===== config.mk =====
export PLATFORM = sky130hd
export DESIGN_NAME = accumulate_ctrl
export DESIGN_NICKNAME = d
export VERILOG_FILES = /design/src/rtl/adder_pkg.sv /design/src/rtl/accumulate_ctrl_sync_edge.sv /design/src/rtl/accumulate_ctrl.sv
export SDC_FILE = /design/constraint.sdc
export NUM_CORES = 1
export LEC_CHECK = 0
export CORE_MARGIN = 4
export CORE_UTILIZATION = 39
export CTS_CLUSTER_SIZE = 14
export DETAILED_ROUTE_END_ITERATION = 6
export HOLD_SLACK_MARGIN = 0.03
export PLACE_DENSITY = 0.86
export SYNTH_ARGS = -nofsm -noshare
export SYNTH_HDL_FRONTEND = slang
export SYNTH_SLANG_ARGS = --single-unit

===== constraint.sdc =====
create_clock -name Clk -period 1.6 [get_ports Clk]
set_input_delay 0.32 -clock Clk [delete_from_list [all_inputs] [get_ports Clk]]
set_output_delay 0.32 -clock Clk [all_outputs]
set_load 0.005 [all_outputs]

===== src/rtl/adder_pkg.sv =====
// Shared types for the adder front end: datapath width, word type and the
// accumulate controller state encoding.
package adder_pkg;

   localparam int ADDER_WIDTH = 16;

   typedef logic [ADDER_WIDTH-1:0] word_t;

   typedef enum logic [1:0] {
      IDLE   = 2'd0,
      SETTLE = 2'd1,
      LOAD   = 2'd2,
      HOLD   = 2'd3
   } acc_state_t;

endpackage


===== src/rtl/accumulate_ctrl_sync_edge.sv =====
// Button synchroniser followed by a rising-edge detector. The previous-value
// register is forced to PREV_INIT until the chain has refilled after reset.
module sync_edge #(
   parameter int   STAGES    = 2,
   parameter logic PREV_INIT = 1'b1
) (
   input  logic clk,
   input  logic reset,
   input  logic din,
   output logic level,
   output logic rise
);

   logic [STAGES-1:0] chain;
   logic [STAGES-1:0] fill;
   logic              prev;

   // The chain holds reset zeros, not real samples, until 'fill' is full.
   // Tracking those zeros would fake a release and let a held button fire.
   always_ff @(posedge clk) begin
      if (reset) begin
         chain <= '0;
         fill  <= '0;
         prev  <= PREV_INIT;
      end else begin
         chain <= {chain[STAGES-2:0], din};
         fill  <= {fill[STAGES-2:0], 1'b1};
         prev  <= fill[STAGES-1] ? chain[STAGES-1] : PREV_INIT;
      end
   end

   assign level = chain[STAGES-1];
   assign rise  = level & ~prev;

endmodule


===== src/rtl/accumulate_ctrl.sv =====
// Accumulator front end for an external 16-bit adder: captures SW on a Run press,
// holds the adder operands for SETTLE_CYCLES, then loads S/cout into Acc.
// Optional signed-overflow flag is built only when ACC_OVF_EN is defined.
module accumulate_ctrl
   import adder_pkg::*;
#(
   parameter int WIDTH         = ADDER_WIDTH,
   parameter int SETTLE_CYCLES = 2,
   parameter int SYNC_STAGES   = 2
) (
   input  logic             Clk,
   input  logic             Reset,
   input  logic             Run,
   input  logic             Clear,
   input  logic [WIDTH-1:0] SW,
   input  logic [WIDTH-1:0] S,
   input  logic             cout,
   output logic [WIDTH-1:0] x_out,
   output logic [WIDTH-1:0] y_out,
   output logic             cin_out,
   output logic [WIDTH-1:0] Acc,
   output logic             Cout_flag,
   output logic             Ovf,
   output logic             Busy,
   output logic             Done,
   output logic [1:0]       state_dbg
);

   localparam int CNT_W = (SETTLE_CYCLES > 1) ? $clog2(SETTLE_CYCLES) : 1;
   localparam logic [CNT_W-1:0] CNT_LAST = CNT_W'(SETTLE_CYCLES - 1);

   acc_state_t       state, state_n;
   logic [CNT_W-1:0] cnt, cnt_n;
   logic [WIDTH-1:0] acc_q, b_q;
   logic             cflag_q, done_q;
   logic             run_s, run_rise, clr_rise;
   logic             ld_b, ld_acc, clr_acc;

   sync_edge #(.STAGES(SYNC_STAGES), .PREV_INIT(1'b1)) u_run_sync (
      .clk   (Clk),
      .reset (Reset),
      .din   (Run),
      .level (run_s),
      .rise  (run_rise)
   );

   logic clr_s_unused;
   sync_edge #(.STAGES(SYNC_STAGES), .PREV_INIT(1'b1)) u_clr_sync (
      .clk   (Clk),
      .reset (Reset),
      .din   (Clear),
      .level (clr_s_unused),
      .rise  (clr_rise)
   );

   always_comb begin
      state_n = state;
      cnt_n   = cnt;
      ld_b    = 1'b0;
      ld_acc  = 1'b0;
      clr_acc = 1'b0;
      case (state)
         IDLE: begin
            // Clear takes priority; a coincident Run edge is dropped, not deferred.
            if (clr_rise) begin
               clr_acc = 1'b1;
            end else if (run_rise) begin
               ld_b    = 1'b1;
               cnt_n   = '0;
               state_n = SETTLE;
            end
         end
         SETTLE: begin
            cnt_n = cnt + CNT_W'(1);
            if (cnt == CNT_LAST) state_n = LOAD;
         end
         LOAD: begin
            ld_acc  = 1'b1;
            state_n = HOLD;
         end
         HOLD: begin
            if (!run_s) state_n = IDLE;
         end
         default: state_n = IDLE;
      endcase
   end

   always_ff @(posedge Clk) begin
      if (Reset) begin
         state   <= IDLE;
         cnt     <= '0;
         acc_q   <= '0;
         b_q     <= '0;
         cflag_q <= 1'b0;
         done_q  <= 1'b0;
      end else begin
         state  <= state_n;
         cnt    <= cnt_n;
         done_q <= ld_acc;
         if (ld_b) b_q <= SW;
         if (clr_acc) begin
            acc_q   <= '0;
            cflag_q <= 1'b0;
         end else if (ld_acc) begin
            acc_q   <= S;
            cflag_q <= cout;
         end
      end
   end

`ifdef ACC_OVF_EN
   logic ovf_q;
   logic ovf_calc;

   // Operands share a sign but the sum does not: two's-complement overflow.
   assign ovf_calc = (acc_q[WIDTH-1] == b_q[WIDTH-1]) & (S[WIDTH-1] != acc_q[WIDTH-1]);

   always_ff @(posedge Clk) begin
      if (Reset || clr_acc) ovf_q <= 1'b0;
      else if (ld_acc)      ovf_q <= ovf_calc;
   end

   assign Ovf = ovf_q;
`else
   assign Ovf = 1'b0;
`endif

   assign x_out     = acc_q;
   assign y_out     = b_q;
   assign cin_out   = 1'b0;
   assign Acc       = acc_q;
   assign Cout_flag = cflag_q;
   assign Done      = done_q;
   assign Busy      = (state == SETTLE) || (state == LOAD);
   assign state_dbg = state;

endmodule

Yosys cells after proc, flatten, opt, wreduce, memory -nomap -nowiden
Cells that the tools add are included.
Widths: inputs -> output; s select.
Cells by class
  multiplexer cells: 16
  bitwise logic cells: 6
  $add $sub $neg: 1
  equality and inequality tests: 7
  reduce and logical (&&, ||, !) cells: 8
Operators by type and width (count)
  $mux 1: 10
  $mux 2: 4
  $ne 2x2->1 const B: 4
  $pmux 2 s4: 1
  $reduce_or 2->1: 3
  $eq 2x2->1 const B: 2
  $not 1->1: 4
  $reduce_and 4->1: 1
  $reduce_and 3->1: 1
  $and 1x1->1: 2
  $eq 2x1->1 const B: 1
  $logic_not 2->1: 1
  $pmux 1 s2: 1
  $reduce_bool 2->1: 1
  $add 1x1->1 const B: 1
  $logic_or 1x1->1: 1
Storage, ports and cells
  output and inout bits: 55
  logic and storage cells: 52
  register bits: 47
  input bits: 37

Longest topological paths before layout
Gate-level depths: netlist of run 1.
  depth after elaboration: 5
  mapped depth: 7
  depth with buffers taken out: 6

Modules after synthesis
Synthesis of run 1 repeated with hierarchy kept, for this count alone.
Unflattened totals
  cells, all modules: 195
  area total of the unflattened synthesis: 1869.3 sq um
By module, submodules not included
  accumulate_ctrl: times used 1, seq. area each 740.7 sq um, area each 1579.0 sq um, cells each 173
  sync_edge: times used 2, seq. area each 100.1 sq um, area each 145.1 sq um, cells each 11

Worst setup path after synthesis of run 1
No wires, ideal clock.
  path kind: reg2reg
  start: register state[0] (netlist: state_dbg[0])
  end: register b_q[10] (netlist: y_out[10])
  cell stages (with the launch flop): 8
  arrival time: 1327 ps
  required time: 1472 ps
  path buffers: 2
  clock period less this slack: 1455 ps
  slack: 145 ps
  setup time: 128 ps
  cell sequence: dfxtp_1 inv_1 ha_1 nand4b_1 buf_6 buf_12 mux2i_1 nor2_1
On the way
  word-level cells in the longest chain between the ends: 2
RTL lines
  start: declaration: RTL line accumulate_ctrl.sv:32  | acc_state_t state, state_n;
  start signal: assignment: RTL line accumulate_ctrl.sv:97  | state <= state_n;
  $logic_not 2->1: RTL line accumulate_ctrl.sv:62  | case (state)
  $mux 1: RTL line accumulate_ctrl.sv:62
  end signal: assignment: RTL line accumulate_ctrl.sv:93  | b_q <= '0;
  end signal: assignment: RTL line accumulate_ctrl.sv:100  | if (ld_b) b_q <= SW;
  end: declaration: RTL line accumulate_ctrl.sv:34  | logic [WIDTH-1:0] acc_q, b_q;
No other way between the ends.
A chain may end at the register's enable or synchronous reset.

Final worst setup path of run 1
  start: register acc_q[5] (netlist: Acc[5])
  end: output port x_out[5]
RTL lines
  start: declaration: RTL line accumulate_ctrl.sv:34
  start signal: assignment: RTL line accumulate_ctrl.sv:92  | acc_q <= '0;
  start signal: assignment: RTL line accumulate_ctrl.sv:102  | acc_q <= '0;
  start signal: assignment: RTL line accumulate_ctrl.sv:105  | acc_q <= S;
  end: declaration: RTL line accumulate_ctrl.sv:18  | output logic [WIDTH-1:0] x_out,
No word-level cell between the ends.

==> reports/metrics.cfg, run 1 <==
[status]
status=completed

[cells_and_area]
final_cell_mix=clkdlybuf4s50_1 (86), dfxtp_1 (43), mux2i_1 (34)
nNetsFinal=290
layout_commonest_cell=clkdlybuf4s50_1
multi_input_area_um2=704.4
n_antenna_cell=0
seq_area_um2=903.4
syn_to_final_growth_pct=51.28
fillers=393
fin_cells=301
drive_gt1_frac=0.08032

[placement]
numPortBuffers=89
post-place-cells=293
dp_hpwl_um=3008
gp_congestion=0.7323

[worst_setup_path]
start_kind=flop
r2r-start=state_dbg[0]
worstPathRequired_ns=1.28
r2r_setup_slack_ns=0.14
critical_path_class=flop to primary output
reg2reg_depth=6
cp_top_family=buffers and inverters
path_cells=clkdlybuf4s50_1
path_max_fanout=3
slowest_stage=clkdlybuf4s50_1
crit_path_end_kind=primary output
slowest_delay_ns=0.53
r2r-end=state_dbg[0]
path_buf_inv=1
arrival_ns=1.19

[worst_hold_path]
holdPathStages=1
hold_class=flop to flop
hold-path-endpoint=u_run_sync.prev
hold_start=u_run_sync.fill[1]

[global_route]
grt_start_max_net_pins=19
global_route.usage.total=0.1387
overflow=0
first_global_vias=1412
grt_pass1_wl_um=6630
antenna_found_initial=0

[timing]
finalSetupViolations=0
fmax_ghz=0.6621
finalHoldViolCount=0
rsz0062_at_grt=no
finalClockSkew_ns=0.007542
period_share=0.9440
fin_crit_ns=1.510
setup-tns-final_ns=0
finalMaxSlewViolations=0
holdWs_ns=0.4094

[route]
num_vias=1385
routed_wirelength_um=3976
drc=0
postRouteAntennaNets=0
wl_per_cell_um=13.21
first_iter_violations=55
dr.pass1.iters=5
viasPerCell=4.601

[yosys]
seq_area_frac_synth=0.4990
synth_area_leader_cell=dfxtp_1
netlist_area_um2=1805
synth-seq-cells=45
yosys_warnings=0
ys_top_cells_by_area=dfxtp_1 (50%), mux2i_1 (19%), buf_4 (8.7%), nor2_1 (6.9%), ha_1 (3.5%)
synth_cell_types=24
synth.top_cell.area_share=0.4990
syn_area_per_cell_um2=10.62
netlist_instances=170

[floorplanning]
pin_count=92
start_util=0.4090
rows=24
core_area_um2=4414
fp.dieW_um=76.04
die-area_um2=5782
dieHeight_um=76.04

[power_and_ir_drop]
total_power_mw=2.418
ir_drop_uv=844.8
powerDensity_nw_per_um2=885.2
power_leakage_nw=1.171

[cts]
cts_root_buffer=clkbuf_8
htree_levels=2
worstSkewPairLatency_ns=0.29
cts_setup_buffers=0
cts_sinks=45
cts_tree=yes
clk_pin_slew_ns=0.08
cts_buffers=5
cts.path.max_buffers=2

[job]
max_cap_viol_count=0

==> how the worst max path moves through the flow <==
stage	to	start	slack (ns)	cells after the start
after floorplan	y_out[10]	state_dbg[0]	0.15	7
after global placement	Acc[11]	state_dbg[0]	0.10	5
after detailed placement	Acc[4]	state_dbg[0]	-0.02	5
after CTS	Busy	state_dbg[0]	-0.0008	3
after global routing	Acc[5]	Acc[5]	0.03	1
final	x_out[5]	Acc[5]	0.09	1
==> flip-flops by register name (all words and copies together), names as in the netlist, 2 cells and up <==
register          count
Acc                  16
y_out                16
state_dbg             2
u_clr_sync.chain      2
u_run_sync.chain      2
==> layout make-up <==
type,count,area share
repair buffers,95,0.3518
multi-input cells,97,0.2579
flip-flops and latches,45,0.3307
clock buffers,6,0.02657
inverters,4,0.005497
clock inverters,2,0.003665
well taps,52,0.02382
==> stage by stage <==
stage               setup WS (ns)    util  area, um^2
floorplan                  0.1453       -        1809
global placement           0.1014  0.5978        2639
detailed placement       -0.02431  0.5978        2639
CTS                    -0.0008261  0.6182        2729
global route              0.02519  0.6188        2731
finish                    0.08955  0.6188        2731
==> cell families (layout without fill, tap and decap cells) <==
| family | count (synthesis) | count (layout) | share of synthesized area |
|---|---|---|---|
| buffers and inverters | 29 | 107 | 0.1171 |
| AO/OA/AOI/OAI | 7 | 7 | 0.03257 |
| flip-flops | 45 | 45 | 0.4990 |
| other | 1 | 2 | 0.002077 |
| adder cells (fa/ha/maj) | 5 | 5 | 0.03465 |
| AND/OR/NAND/NOR | 49 | 49 | 0.1261 |
| multiplexers | 34 | 34 | 0.1885 |
==> metal layers <==
metal  GRT usage  vias up  wire length (um)
li1            -      690                 -
met1      0.1531      626              1669
met2      0.2449       59              1956
met3     0.04728       10               272
met4     0.04804        0                79
met5           0        -                 0
==> cell usage after synthesis (all sizes together) <==
master and n:
a21oi 1, a31o 1, o21ai 1, o211a 1
a2111o 1, a21boi 1, clkbuf 2, ha 5
dfxtp 45, inv 4, nor2b 6, conb 1
buf 23, mux2i 34, nand4b 1, nand3b 3
nand2b 2, nor2 33, nand2 4, a211oi 1
==> power by group <==
group	total (mW)	internal, mW	switching [mW]
logic	0.547	0.317	0.230
registers	1.20	1.17	0.0292
clock network	0.667	0.303	0.364
==> what timing repair did <==
action	CTS	global route
pin swaps	0	1
gates resized for setup	3	5
hold buffers	0	0
setup endpoints to repair	7	3
hold endpoints to repair	0	0
Power figures use the tool's default switching activity.
==> inputs of run 2 (changes only) <==
--- a/config.mk
+++ b/config.mk
@@ -9,8 +9,9 @@
 export CORE_UTILIZATION = 39
 export CTS_CLUSTER_SIZE = 14
 export DETAILED_ROUTE_END_ITERATION = 6
-export HOLD_SLACK_MARGIN = 0.03
-export PLACE_DENSITY = 0.86
+export HOLD_SLACK_MARGIN = 0.02
+export PLACE_DENSITY = 0.79
+export RECOVER_POWER = 100
 export SYNTH_ARGS = -nofsm -noshare
 export SYNTH_HDL_FRONTEND = slang
 export SYNTH_SLANG_ARGS = --single-unit
==> run 2 against run 1 <==
Compared with the run above: core utilization shrank 0.085 points; largest cell class unchanged; worst hold slack improved by 0.0071 ns; sequential cell count unchanged; clock power up 3.9%; register-to-register slack hardly changed; sequential power about the same; first-iteration DRC count decreased by 35%; combinational power fell by 3%; cell count is the same; via count is 2.2% lower.
==> reports/metrics.cfg, run 2 (synthesis gave the netlist of run 1 again) <==
[status]
status=completed

[timing]
fmax_ghz=0.6505
finalHoldViolCount=0
rsz0062_at_grt=no
finalSetupViolations=0
finalMaxSlewViolations=0
setup-tns-final_ns=0
period_share=0.9607
finalClockSkew_ns=0.004372
fin_crit_ns=1.537

[global_route]
first_global_vias=1346
antenna_found_initial=0
overflow=0
grt_start_max_net_pins=19
grt_pass1_wl_um=6327
global_route.usage.total=0.1332

[worst_setup_path]
startpoint=Acc[4]
crit_path_end_kind=primary output
path_max_fanout=3
slowest_delay_ns=0.57
arrival_ns=1.22
worstPathRequired_ns=1.28
path_cells=dlygate4sd3_1
path_buf_inv=1
start_kind=flop
r2r-start=state_dbg[0]
critical_path_class=flop to primary output
cp_top_family=buffers and inverters
slowest_stage=dlygate4sd3_1

[power_and_ir_drop]
power_leakage_nw=1.202
p_comb_frac=0.218
seq_power_share=0.495
ir_drop_uv=817.5
internal_power_mw=1.781
powerDensity_nw_per_um2=888.0
netSwitchingFraction=0.2647
switchingPower_uw=641.1
clkPwrFrac=0.286

[cts]
clk_pin_slew_ns=0.08
worstSkewPairLatency_ns=0.29
htree_levels=2
cts_hold_buffers=0
cts_root_buffer=clkbuf_8
cts_buffers=5
cts_tree=yes
cts.path.max_buffers=2
cts_sinks=45

[floorplanning]
core_area_um2=4414
pin_count=92
dieHeight_um=76.04
start_util=0.4090
die-area_um2=5782
fp.dieW_um=76.04
rows=24

[worst_hold_path]
hold_class=flop to flop
hold_start=u_run_sync.fill[1]

[cells_and_area]
n_antenna_cell=0
postLayoutCoreUtil=0.6179
multi_input_area_um2=704.4
drive_gt1_frac=0.06024
syn_to_final_growth_pct=51.07
seq_area_um2=900.9
fillers=394
layout_commonest_cell=clkdlybuf4s50_1
nNetsFinal=290
final_cell_mix=clkdlybuf4s50_1 (73), dfxtp_1 (45), mux2i_1 (34)

[placement]
dp_hpwl_um=2975
gp_congestion=0.6808
numPortBuffers=89

[route]
dr.pass1.iters=2
wl_per_cell_um=12.95
drc=0
first_iter_violations=36
routed_wirelength_um=3897
postRouteAntennaNets=0
viasPerCell=4.502
num_vias=1355

[job]
max_cap_viol_count=0

## run 2: power groups by stage
stage | clock network [mW] | logic (mW) | registers, mW
after global routing | 0.770 | 0.584 | 1.21
final | 0.693 | 0.529 | 1.20
after global placement | 0 | 0.550 | 1.22
after detailed placement | 0 | 0.565 | 1.23
after floorplan | 0 | 0.269 | 1.24
after CTS | 0.727 | 0.564 | 1.20
## run 2: what timing repair did
action / in CTS / in global routing
pin swaps: 0 / 1
gates cloned: 0 / 0
endpoints found under the setup margin: 13 / 3
gates resized for setup: 4 / 4
buffers inserted: 0 / 0
## run 2: final timing paths
check / endpoint / slack [ns] / cells after the start
worst min-delay path: u_run_sync.prev / 0.42 / 1
worst max-delay path: x_out[4] / 0.06 / 1
worst max register to register: state_dbg[0] / 0.14 / 6
worst min register to register: u_run_sync.prev / 0.42 / 1
## run 2: metal layers
| metal | up-vias | GRT usage | part of all wire |
|---|---|---|---|
| li1 | 687 | - | - |
| met4 | 0 | 0.03737 | 0.0069 |
| met5 | - | 0 | 0 |
| met2 | 46 | 0.2354 | 0.51 |
| met3 | 5 | 0.04965 | 0.069 |
| met1 | 617 | 0.1476 | 0.41 |
## run 2: final cells by class
| type | instances | share of cell area |
|---|---|---|
| timing repair buffer | 95 | 0.3491 |
| sequential | 45 | 0.3303 |
| multi-input combinational | 97 | 0.2583 |
| clock buffer | 5 | 0.02523 |
| tap | 52 | 0.02385 |
| clock inverter | 3 | 0.007798 |
| inverter | 4 | 0.005505 |
## run 2: through the flow
stage	hold WS (ns)	instances	setup slack, ns	total power, mW	cell area (um^2)
finish	0.4165	301	0.06283	2.422	2728
global route	0.4339	301	0.02763	2.562	2728
CTS	0.4190	301	0.0005168	2.495	2738
detailed placement	0.3987	293	-0.01269	1.793	2639
global placement	0.3916	293	0.1005	1.775	2639
floorplan	0.3828	171	0.1453	1.507	1809
